**config.mk**
```make
export PLATFORM = sky130hd
export DESIGN_NAME = keypad_code_entry
export DESIGN_NICKNAME = d
export VERILOG_FILES = /design/src/rtl/keypad_pkg.sv /design/src/rtl/dec_mac.sv /design/src/rtl/keypad_code_entry.sv
export SDC_FILE = /design/constraint.sdc
export NUM_CORES = 1
export LEC_CHECK = 0
export ABC_CLOCK_PERIOD_IN_PS = 10540
export CELL_PAD_IN_SITES_DETAIL_PLACEMENT = 2
export CELL_PAD_IN_SITES_GLOBAL_PLACEMENT = 2
export CORE_UTILIZATION = 38
export CTS_BUF_LIST = sky130_fd_sc_hd__clkbuf_16
export DETAILED_ROUTE_END_ITERATION = 8
export GPL_TIMING_DRIVEN = 0
export HOLD_SLACK_MARGIN = 0.15
export PLACE_DENSITY_LB_ADDON = 0.3
export SLEW_MARGIN = 30
export SYNTH_ARGS = -nofsm -noshare
export SYNTH_HDL_FRONTEND = slang
export SYNTH_SLANG_ARGS = --single-unit
export TNS_END_PERCENT = 5
```
**constraint.sdc**
```tcl
create_clock -name clk -period 10.54 [get_ports clk]
set_clock_uncertainty 0.1 [all_clocks]
set_input_delay 1.054 -clock clk [delete_from_list [all_inputs] [get_ports clk]]
set_output_delay 1.054 -clock clk [all_outputs]
set_load 0.02 [all_outputs]
```
**src/rtl/keypad_pkg.sv**
```systemverilog
// Shared definitions for the keypad code-entry block: key codes, FSM states
// and the BCD digit type.
package keypad_pkg;

  // Default control key codes as produced by the keypad scanner.
  localparam logic [7:0] KC_CLEAR = 8'h0A;
  localparam logic [7:0] KC_ENTER = 8'h0B;
  localparam logic [7:0] KC_BACK  = 8'h0C;

  // Key codes in this range are decimal digits.
  localparam logic [7:0] KC_DIGIT_MIN = 8'h00;
  localparam logic [7:0] KC_DIGIT_MAX = 8'h09;

  // ENTRY accepts keys; REBUILD recomputes the binary value after a
  // backspace; COMMIT is the single cycle following an accepted enter.
  typedef enum logic [1:0] {
    ENTRY   = 2'd0,
    REBUILD = 2'd1,
    COMMIT  = 2'd2
  } state_t;

  typedef logic [3:0] bcd_digit_t;

endpackage

```
**src/rtl/dec_mac.sv**
```systemverilog
// Decimal multiply-accumulate: o_res = i_acc*10 + i_d, computed with
// shifts and adds, wrapping modulo 2^VAL_W.
module dec_mac
  import keypad_pkg::*;
#(
  parameter int VAL_W = 32
) (
  input  logic [VAL_W-1:0] i_acc,
  input  bcd_digit_t       i_d,
  output logic [VAL_W-1:0] o_res
);

  // acc*8 + acc*2 + digit
  assign o_res = (i_acc << 3) + (i_acc << 1) + VAL_W'(i_d);

endmodule

```
**src/rtl/keypad_code_entry.sv**
```systemverilog
// Keypad code-entry buffer: accumulates decimal digits as packed BCD and as
// a binary value, with backspace, clear, enter/commit, digit limiting with a
// sticky overflow flag, and an inactivity auto-clear.
//
// key/key_valid handshake: key_valid is a level strobe with no ready; a key
// event is the rising edge of key_valid seen at a clock edge (key is sampled
// at that same edge). Events arriving outside ENTRY are dropped, and busy
// tells the scanner side when that is the case.
module keypad_code_entry
  import keypad_pkg::*;
#(
  parameter int               MAX_DIGITS     = 8,
  parameter int               KEY_W          = 8,
  parameter int               VAL_W          = 32,
  parameter int               TIMEOUT_CYCLES = 60_000_000,
  parameter logic [KEY_W-1:0] KEY_CLEAR      = KEY_W'(KC_CLEAR),
  parameter logic [KEY_W-1:0] KEY_ENTER      = KEY_W'(KC_ENTER),
  parameter logic [KEY_W-1:0] KEY_BACK       = KEY_W'(KC_BACK)
) (
  input  logic                            clk,
  input  logic                            reset,
  input  logic [KEY_W-1:0]                key,
  input  logic                            key_valid,
  output logic [4*MAX_DIGITS-1:0]         code_bcd,
  output logic [VAL_W-1:0]                code_bin,
  output logic [$clog2(MAX_DIGITS+1)-1:0] digit_count,
  output logic                            code_valid,
  output logic                            overflow,
  output logic                            timeout,
  output logic                            busy,
  output state_t                          dbg_state
);

  localparam int BCD_W  = 4 * MAX_DIGITS;
  localparam int CNT_W  = $clog2(MAX_DIGITS + 1);
  localparam int IDX_W  = (MAX_DIGITS > 1) ? $clog2(MAX_DIGITS) : 1;
  localparam int IDLE_W = (TIMEOUT_CYCLES > 1) ? $clog2(TIMEOUT_CYCLES) : 1;
  localparam int TERM   = (TIMEOUT_CYCLES > 0) ? TIMEOUT_CYCLES - 1 : 0;

  state_t              r_state, w_state_n;
  logic [BCD_W-1:0]    r_bcd, w_bcd_n;
  logic [VAL_W-1:0]    r_bin, w_bin_n;
  logic [CNT_W-1:0]    r_cnt, w_cnt_n;
  logic [IDX_W-1:0]    r_idx, w_idx_n;
  logic [IDLE_W-1:0]   r_idle, w_idle_n;
  logic                r_ovf, w_ovf_n;
  logic                r_valid, w_valid_n;
  logic                r_tmo, w_tmo_n;
  logic                r_key_q;

  logic                w_event;
  logic                w_is_digit;
  bcd_digit_t          w_nib;
  bcd_digit_t          w_mac_d;
  logic [VAL_W-1:0]    w_mac_res;

  assign w_event    = key_valid & ~r_key_q;
  assign w_is_digit = (key <= KEY_W'(KC_DIGIT_MAX));

  // Select the BCD nibble currently being folded back into the binary value.
  always_comb begin
    w_nib = '0;
    for (int i = 0; i < MAX_DIGITS; i++) begin
      if (IDX_W'(i) == r_idx) w_nib = r_bcd[4*i +: 4];
    end
  end

  // One multiply-accumulate unit shared by digit entry and REBUILD.
  assign w_mac_d = (r_state == REBUILD) ? w_nib : key[3:0];

  dec_mac #(
    .VAL_W (VAL_W)
  ) u_dec_mac (
    .i_acc (r_bin),
    .i_d   (w_mac_d),
    .o_res (w_mac_res)
  );

  // Next-state and next-datapath logic for the entry FSM.
  always_comb begin
    w_state_n = r_state;
    w_bcd_n   = r_bcd;
    w_bin_n   = r_bin;
    w_cnt_n   = r_cnt;
    w_idx_n   = r_idx;
    w_idle_n  = r_idle;
    w_ovf_n   = r_ovf;
    w_valid_n = 1'b0;
    w_tmo_n   = 1'b0;

    case (r_state)
      ENTRY: begin
        if (w_event) begin
          // Any key event, recognised or not, restarts the idle timer.
          w_idle_n = '0;
          if (w_is_digit) begin
            if (r_cnt < CNT_W'(MAX_DIGITS)) begin
              w_bcd_n = (r_bcd << 4) | BCD_W'(key[3:0]);
              w_bin_n = w_mac_res;
              w_cnt_n = r_cnt + CNT_W'(1);
            end else begin
              w_ovf_n = 1'b1;
            end
          end else if (key == KEY_BACK) begin
            if (r_cnt != '0) begin
              w_bcd_n = r_bcd >> 4;
              w_cnt_n = r_cnt - CNT_W'(1);
              w_bin_n = '0;
              if (r_cnt != CNT_W'(1)) begin
                // Rebuild starts at the most significant remaining nibble.
                w_idx_n   = IDX_W'(r_cnt - CNT_W'(2));
                w_state_n = REBUILD;
              end
            end
          end else if (key == KEY_CLEAR) begin
            w_bcd_n = '0;
            w_bin_n = '0;
            w_cnt_n = '0;
            w_ovf_n = 1'b0;
          end else if (key == KEY_ENTER) begin
            if (r_cnt != '0) begin
              w_valid_n = 1'b1;
              w_state_n = COMMIT;
            end
          end
        end else if ((TIMEOUT_CYCLES != 0) && (r_cnt != '0)) begin
          if (r_idle == IDLE_W'(TERM)) begin
            w_bcd_n  = '0;
            w_bin_n  = '0;
            w_cnt_n  = '0;
            w_ovf_n  = 1'b0;
            w_tmo_n  = 1'b1;
            w_idle_n = '0;
          end else begin
            w_idle_n = r_idle + IDLE_W'(1);
          end
        end else begin
          w_idle_n = '0;
        end
      end

      REBUILD: begin
        w_bin_n = w_mac_res;
        if (r_idx == '0) begin
          w_state_n = ENTRY;
        end else begin
          w_idx_n = r_idx - IDX_W'(1);
        end
      end

      COMMIT: begin
        w_bcd_n   = '0;
        w_bin_n   = '0;
        w_cnt_n   = '0;
        w_ovf_n   = 1'b0;
        w_idle_n  = '0;
        w_state_n = ENTRY;
      end

      default: begin
        w_state_n = ENTRY;
      end
    endcase
  end

  // State and datapath registers with asynchronous reset.
  always_ff @(posedge clk or posedge reset) begin
    if (reset) begin
      r_state <= ENTRY;
      r_bcd   <= '0;
      r_bin   <= '0;
      r_cnt   <= '0;
      r_idx   <= '0;
      r_idle  <= '0;
      r_ovf   <= 1'b0;
      r_valid <= 1'b0;
      r_tmo   <= 1'b0;
      r_key_q <= 1'b0;
    end else begin
      r_state <= w_state_n;
      r_bcd   <= w_bcd_n;
      r_bin   <= w_bin_n;
      r_cnt   <= w_cnt_n;
      r_idx   <= w_idx_n;
      r_idle  <= w_idle_n;
      r_ovf   <= w_ovf_n;
      r_valid <= w_valid_n;
      r_tmo   <= w_tmo_n;
      r_key_q <= key_valid;
    end
  end

  assign code_bcd    = r_bcd;
  assign code_bin    = r_bin;
  assign digit_count = r_cnt;
  assign code_valid  = r_valid;
  assign overflow    = r_ovf;
  assign timeout     = r_tmo;
  assign busy        = (r_state != ENTRY);
  assign dbg_state   = r_state;

endmodule
```
==> results of run 1 <==
[per-layer routing]
| layer | global-route usage [%] | part of all wire, % |
|---|---|---|
| met5 | 0 | 0 |
| met4 | 8.811 | 2.1 |
| met3 | 4.330 | 3.0 |
| met2 | 49.44 | 51 |
| met1 | 33.26 | 43 |
[registers in the layout, indices dropped and copies added, names as in the netlist]
signal / flops
r_key_q: 1
digit_count: 4
overflow: 1
timeout: 1
r_idx: 3
dbg_state: 2
code_valid: 1
code_bin: 32
code_bcd: 32
r_idle: 26
[final timing paths]
check	startpoint	to	slack, ns	cells after the start
max	r_idx[1]$_DFFE_PP0P_	code_bin[19]$_DFFE_PP0P_	4.50	21
min	r_idle[10]$_DFFE_PP0P_	r_idle[10]$_DFFE_PP0P_	0.40	1
max reg2reg	r_idx[1]$_DFFE_PP0P_	code_bin[19]$_DFFE_PP0P_	4.50	21
min reg2reg	r_idle[10]$_DFFE_PP0P_	r_idle[10]$_DFFE_PP0P_	0.40	1
max in group asynchronous	reset	code_bcd[9]$_DFFE_PP0P_	8.62	3
min in group asynchronous	reset	timeout$_DFF_PP0_	1.06	2
[stage by stage]
stage,total power [uW],setup slack (ns)
after floorplan,482.6,5.726
after global placement,511.4,4.870
after detailed placement,521.0,4.617
after CTS,872.4,4.546
after global routing,896.5,4.174
final,863.3,4.499
[worst register-to-register path: stages, from the launching register on]
cell and delay, ns:
dfrtp_1 0.43, inv_1 0.14, ha_1 0.16, clkbuf_1 0.29
clkbuf_1 0.41, nor2_1 0.11, a21oi_1 0.14, o21ai_0 0.09
mux4_2 0.51, mux2i_1 0.24, fa_1 0.46, inv_1 0.11
ha_1 0.24, a21oi_1 0.22, nor2_1 0.12, o21ai_0 0.53
a21boi_0 0.24, o21a_1 0.25, o21ai_0 0.34, a2111oi_0 0.22
or3_1 0.34, a32o_1 0.24
[Yosys cell counts (all sizes together) (2+ instances only)]
| cell | number | area, um^2 |
|---|---|---|
| o21a | 3 | 22.52 |
| o31ai | 6 | 45.04 |
| o22ai | 4 | 25.02 |
| nor2b | 5 | 31.28 |
| xor2 | 14 | 122.6 |
| clkbuf | 31 | 116.4 |
| a31oi | 4 | 25.02 |
| a21boi | 2 | 18.77 |
| mux2 | 3 | 33.78 |
| buf | 6 | 40.03 |
| a211oi | 2 | 15.01 |
| nor2 | 55 | 214.0 |
| nor4 | 5 | 52.55 |
| a21o | 16 | 120.1 |
| nand2 | 114 | 430.4 |
| or3 | 5 | 31.28 |
| mux2i | 3 | 30.03 |
| inv | 21 | 78.83 |
| nand4 | 7 | 43.79 |
| o211ai | 4 | 30.03 |
| a21oi | 40 | 211.5 |
| nand3 | 21 | 110.1 |
| nand3b | 4 | 33.78 |
| nor3 | 12 | 60.06 |
| nand2b | 4 | 25.02 |
| and4 | 3 | 26.28 |
| xnor2 | 16 | 140.1 |
| a22oi | 30 | 225.2 |
| a32o | 4 | 40.04 |
| ha | 74 | 925.9 |
| mux4 | 4 | 90.09 |
| o21bai | 3 | 22.52 |
| and2 | 5 | 31.28 |
| fa | 2 | 40.04 |
| a22o | 29 | 254.0 |
| o21ai | 102 | 510.5 |
| a2111oi | 4 | 41.29 |
| a311o | 2 | 20.02 |
| dfrtp | 103 | 2577 |
| and3 | 8 | 50.05 |
[report_power, final]
group          switching [uW]  leakage (uW)  internal (uW)  total [uW]
Clock                     168      0.000134            183         350
Combinational            65.3       0.00215           44.0         109
Sequential               5.11       0.00136            399         404
[cells by family after synthesis]
| logic type | Yosys count | share of synthesized area, % |
|---|---|---|
| AOI/OAI and AO/OA | 261 | 23.83 |
| xor gates and xnor gates | 30 | 3.727 |
| adders and majority gates | 76 | 13.70 |
| buffers and inverters | 58 | 3.336 |
| DFF | 103 | 36.56 |
| muxes | 10 | 2.183 |
| and+or+nand+nor | 252 | 16.66 |
[cell type report]
type                            instances  area share, %
Clock buffer                            9          2.656
Tap cell                              229          3.379
Timing Repair Buffer                   83          10.00
Sequential cell                       103          30.39
Buffer                                 37          1.844
Inverter                               21         0.9885
Multi-Input combinational cell        629          50.04
Clock inverter                          5         0.6934
==> results.py, run 1 <==
metrics = {
    "synthesis": {
        "yosysWarnings": 0,
        "ys_seq_elements": 103,
        "yosys_most_used_dff": "dfrtp_1",
        "ys_seq_area_share_pct": 36.56,
        "syn_nets": 877,
        "ys_async_sr_fraction_pct": 100.0,
        "synthCells": 790,
        "synth-edff-count": 0,
        "syn_area_per_cell_um2": 8.925,
        "syn_area_um2": 7051,
        "synth_cell_types": 63,
    },
    "pwr": {
        "leakagePower_uw": 0.003639,
        "ir_drop_mv": 0.07238,
        "power_density_nw_per_um2": 101.8,
    },
    "layout": {
        "multi_input_comb_area_um2": 4244,
        "final_cell_area_um2": 8481,
        "syn2layout_area_growth_pct": 20.28,
        "post-route-util_pct": 46.89,
        "drive_gt1_share_pct": 4.284,
        "final_common_cell": "nand2_1",
        "layout.cells.non_filler": 1116,
        "num_antenna_cells": 0,
        "final_cell_mix": "nand2_1, dfrtp_1, o21ai_0",
        "nFillCells": 2005,
        "nets": 971,
        "seq_area_um2": 2577,
    },
    "setup_path": {
        "crit_chain": "inv_1 -> ha_1 -> clkbuf_1 -> clkbuf_1 -> nor2_1 -> a21oi_1 -> o21ai_0 -> mux4_2 -> mux2i_1 -> fa_1 -> inv_1 -> ha_1 -> a21oi_1 -> nor2_1 -> o21ai_0 -> a21boi_0 -> o21a_1 -> o21ai_0 -> a2111oi_0 -> or3_1 -> a32o_1",
        "worstPathArrival_ns": 6.19,
        "crit_fanout": 10,
        "cp_slowest_stage_delay_ns": 0.53,
        "end_kind": "flop",
        "cp_top_family": "compound AO/OA/AOI/OAI gates",
        "crit_slowest_cell": "o21ai_0",
        "cpMostUsedCell": "o21ai_0",
        "cp.required_ns": 10.69,
        "critPathBufInv": 4,
        "criticalPathCategory": "flop to flop",
        "start_kind": "flop",
    },
    "floorplanning": {
        "io_pins": 85,
        "core_um2": 18090,
        "start_util_pct": 38.98,
        "die_x_um": 138.2,
        "row_count": 49,
        "dieArea_um2": 19100,
        "die_y_um": 138.2,
    },
    "sta": {
        "tightest_slew_ns": 0.8886,
        "tns_ns": 0,
        "maxSlewHeadroom_pct": 40.27,
        "fin_crit_sh_pct": 57.32,
        "fmax_mhz": 165.5,
        "hold_viol_final": 0,
        "holdWs_ns": 0.3973,
        "period_minus_slack_ns": 6.041,
        "slew_viol_final": 0,
        "finalSetupViolCount": 0,
        "rsz0062_at_grt": "no",
    },
    "status": {
        "status": "finished with violations",
        "failed_checks": "DRC",
    },
    "route": {
        "detail-route-antenna-nets": 0,
        "dr.pass1.iters": 6,
        "drt-initial-drc-count": 253,
        "remaining_drc_errors": 6,
        "drt-total-wl_um": 24950,
        "post_drt_wl_per_cell_um": 22.36,
        "viasPerCell": 6.019,
        "vias": 6717,
    },
    "placed_design": {
        "dp_cells": 1102,
        "postPlaceCellArea_um2": 8197,
        "place.detailed.hpwl_um": 18390,
        "portBuffers": 82,
        "gp_congestion": 0.8258,
    },
    "worst_hold_path": {
        "hp-class": "flop to flop",
    },
    "cts": {
        "cts_root_buf": "clkbuf_16",
        "post_cts_resized": 0,
        "clkSlewWorstSetupHoldPaths_ns": 0.07,
        "h-tree-depth": 3,
        "clock_latency_ns": 0.36,
        "cts_tree": "yes",
        "cts_num_sinks": 103,
        "clk_path_buf_depth": 2,
        "hold_buffers": 0,
        "post-cts-setup-buffers": 0,
        "cts_buffers": 9,
    },
    "global_route": {
        "grt_start_max_net_pins": 60,
        "antenna_found_initial": 0,
        "grt_pass1_wl_um": 41880,
        "grt_use_total_pct": 27.37,
        "grt_pass1_vias": 7711,
        "overflow": 0,
    },
    "flow_run": {
        "drv_cap": 0,
    },
}
(Power assumes the default switching activity.)
==> inputs of run 2 (changes only) <==
--- a/config.mk
+++ b/config.mk
@@ -5,10 +5,10 @@
 export SDC_FILE = /design/constraint.sdc
 export NUM_CORES = 1
 export LEC_CHECK = 0
-export ABC_CLOCK_PERIOD_IN_PS = 10540
+export ABC_CLOCK_PERIOD_IN_PS = 5600
 export CELL_PAD_IN_SITES_DETAIL_PLACEMENT = 2
 export CELL_PAD_IN_SITES_GLOBAL_PLACEMENT = 2
-export CORE_UTILIZATION = 38
+export CORE_UTILIZATION = 35
 export CTS_BUF_LIST = sky130_fd_sc_hd__clkbuf_16
 export DETAILED_ROUTE_END_ITERATION = 8
 export GPL_TIMING_DRIVEN = 0
==> constraint.sdc (replaced) <==
create_clock -name clk -period 5.6 [get_ports clk]
set_clock_uncertainty 0.1 [all_clocks]
set_input_delay 0.56 -clock clk [delete_from_list [all_inputs] [get_ports clk]]
set_output_delay 0.56 -clock clk [all_outputs]
set_load 0.02 [all_outputs]
==> run 2 against run 1 <==
Against the previous run: the flow now finishes without violations; die area rose by 8.4%; fmax rose by 15%; cell area rose by 0.71%; via count fell by 1.7%; sequential share of layout area fell by 0.21 points; sequential power rose by 88%; wire length fell by 3.1%; highest routed layer unchanged.
==> results.py, run 2 (synthesis gave the netlist of run 1 again) <==
metrics = {
    "cts": {
        "hold_buffers": 0,
        "cts_root_buf": "clkbuf_16",
        "clk_path_buf_depth": 2,
        "clock_latency_ns": 0.36,
        "clkSlewWorstSetupHoldPaths_ns": 0.08,
        "cts_tree": "yes",
        "cts_buffers": 9,
        "h-tree-depth": 3,
        "cts_num_sinks": 103,
    },
    "route": {
        "detail-route-antenna-nets": 0,
        "dr.pass1.iters": 4,
        "drt-total-wl_um": 24190,
        "vias": 6603,
        "post_drt_wl_per_cell_um": 20.98,
        "remaining_drc_errors": 0,
        "viasPerCell": 5.727,
        "drt-initial-drc-count": 216,
    },
    "global_route": {
        "antenna_found_initial": 0,
        "grt_start_max_net_pins": 86,
        "grt_util_met2_pct": 44.14,
        "grt_pass1_vias": 7327,
        "grt_pass1_wl_um": 39840,
        "grt.met3_usage_pct": 4.132,
        "use_met1_pct": 30.24,
        "top_usage_layer": "met2",
        "grt_use_total_pct": 24.64,
        "overflow": 0,
    },
    "placed_design": {
        "place.detailed.hpwl_um": 18080,
        "gp_congestion": 0.8418,
        "dp_cells": 1138,
        "post-place-ws_ns": -0.3996,
        "portBuffers": 82,
    },
    "setup_path": {
        "crit_fanout": 10,
        "cp_top_family": "compound AO/OA/AOI/OAI gates",
        "worstPathArrival_ns": 5.40,
        "cp_slowest_stage_delay_ns": 0.48,
        "criticalPathCategory": "flop to flop",
        "cp.required_ns": 5.75,
        "critPathBufInv": 2,
        "crit_chain": "inv_1 -> ha_2 -> clkbuf_2 -> nor2_1 -> a21oi_1 -> o21ai_0 -> mux4_2 -> mux2_2 -> ha_1 -> ha_1 -> fa_1 -> a211oi_2 -> o21ai_1 -> a21boi_2 -> o21bai_4 -> a2111oi_2 -> nor4_1 -> nor2_1 -> xnor2_1 -> a22o_1",
        "startpoint": "r_idx[1]$_DFFE_PP0P_",
        "crit_slowest_cell": "mux4_2",
        "timing.rr.start": "r_idx[1]$_DFFE_PP0P_",
        "end_kind": "flop",
        "start_kind": "flop",
    },
    "floorplanning": {
        "core_um2": 19590,
        "row_count": 51,
        "dieArea_um2": 20720,
        "start_util_pct": 35.99,
        "io_pins": 85,
        "die_x_um": 143.9,
        "die_y_um": 143.9,
    },
    "sta": {
        "hold_viol_final": 0,
        "tightest_slew_ns": 0.8597,
        "fmax_mhz": 190.3,
        "finalSetupViolCount": 0,
        "period_minus_slack_ns": 5.255,
        "slew_viol_final": 0,
        "rsz0062_at_grt": "no",
        "maxSlewHeadroom_pct": 42.21,
        "fin_ws_ns": 0.3452,
        "tns_ns": 0,
        "fin_crit_sh_pct": 93.84,
    },
    "layout": {
        "nFillCells": 2203,
        "final_common_cell": "nand2_1",
        "num_antenna_cells": 0,
        "nets": 970,
        "final_cell_mix": "nand2_1, dfrtp_1, o21ai_0",
        "post-route-util_pct": 43.60,
        "layout.cells.non_filler": 1153,
        "drive_gt1_share_pct": 5.180,
        "syn2layout_area_growth_pct": 21.14,
    },
    "pwr": {
        "switching_share_pct": 28.14,
        "power_switching_uw": 443.9,
        "power.internal_uw": 1134,
        "ir_drop_mv": 0.1286,
        "total_power_uw": 1578,
        "power_density_nw_per_um2": 184.7,
        "p_clk_share_pct": 38.6,
        "leakagePower_uw": 0.003651,
        "p_comb_share_pct": 13.2,
        "power_frac_seq_pct": 48.2,
    },
    "worst_hold_path": {
        "hp-class": "flop to flop",
        "min_from": "r_idle[10]$_DFFE_PP0P_",
    },
    "flow_run": {
        "drv_cap": 0,
    },
    "status": {
        "status": "finished clean",
    },
}
## run 2: cell types whose count changed in the layout (fill, tap and decap cells not counted), moves of 2 or more
cell and change:
clkbuf_1 -4, o21ai_0 -3, clkbuf_2 +2, clkinv_1 +2, ha_1 -2, ha_2 +2
o21ai_1 +2
## run 2: power groups by stage
stage          Combinational, uW  Clock, uW  Sequential [uW]
2_1_floorplan                128          0              781
3_3_place_gp                 188          0              775
3_5_place_dp                 206          0              775
4_1_cts                      209        623              760
5_1_grt                      231        651              762
6_report                     208        609              760
## run 2: final timing paths
kind | to | slack, ns | cells past startpoint
max reg2reg | code_bin[28]$_DFFE_PP0P_ | 0.35 | 20
min reg2reg | r_idle[10]$_DFFE_PP0P_ | 0.38 | 1
max | code_bin[28]$_DFFE_PP0P_ | 0.35 | 20
min in group asynchronous | r_idle[3]$_DFFE_PP0P_ | 0.43 | 2
min | r_idle[10]$_DFFE_PP0P_ | 0.38 | 1
max in group asynchronous | r_idx[0]$_DFFE_PP0P_ | 4.29 | 3
## run 2: repair_timing
action	in CTS	in global routing
resized for setup	4	9
buffers inserted	0	1
endpoints found under the setup margin	6	5
pin swaps	0	1
## run 2: worst register-to-register path, delay by kind of cell (launching register included)
kind | cells | cell delay [ns]
compound gates | 8 | 1.71
fa+ha+maj | 4 | 1.27
mux | 2 | 0.79
flops | 1 | 0.43
buf+inv | 2 | 0.40
simple gates | 3 | 0.38
xor+xnor | 1 | 0.07
## run 2: metrics by stage
step | hold slack (ns) | area, um^2
finish | 0.3811 | 8541
floorplan | 0.3378 | 7051
CTS | 0.3834 | 8511
global placement | 0.3581 | 8203
detailed placement | 0.3672 | 8244
global route | 0.4131 | 8541
## run 2: cell type report
| cell class | count | area, um^2 | share of cell area, % |
|---|---|---|---|
| repair buffers | 84 | 855.8 | 10.02 |
| inverters | 21 | 86.33 | 1.011 |
| plain buffers | 35 | 151.4 | 1.773 |
| flip-flops and latches | 103 | 2577 | 30.18 |
| clock buffers | 9 | 225.2 | 2.637 |
| multi-input cells | 629 | 4273 | 50.03 |
| well taps | 265 | 331.6 | 3.882 |
| clock inverters | 7 | 40.04 | 0.4688 |
## run 2: routing by layer
layer | up-vias | routed length, um
met3 | 33 | 768
met5 | - | 0
met1 | 3379 | 10790
li1 | 3072 | -
met4 | 0 | 422
met2 | 119 | 12210
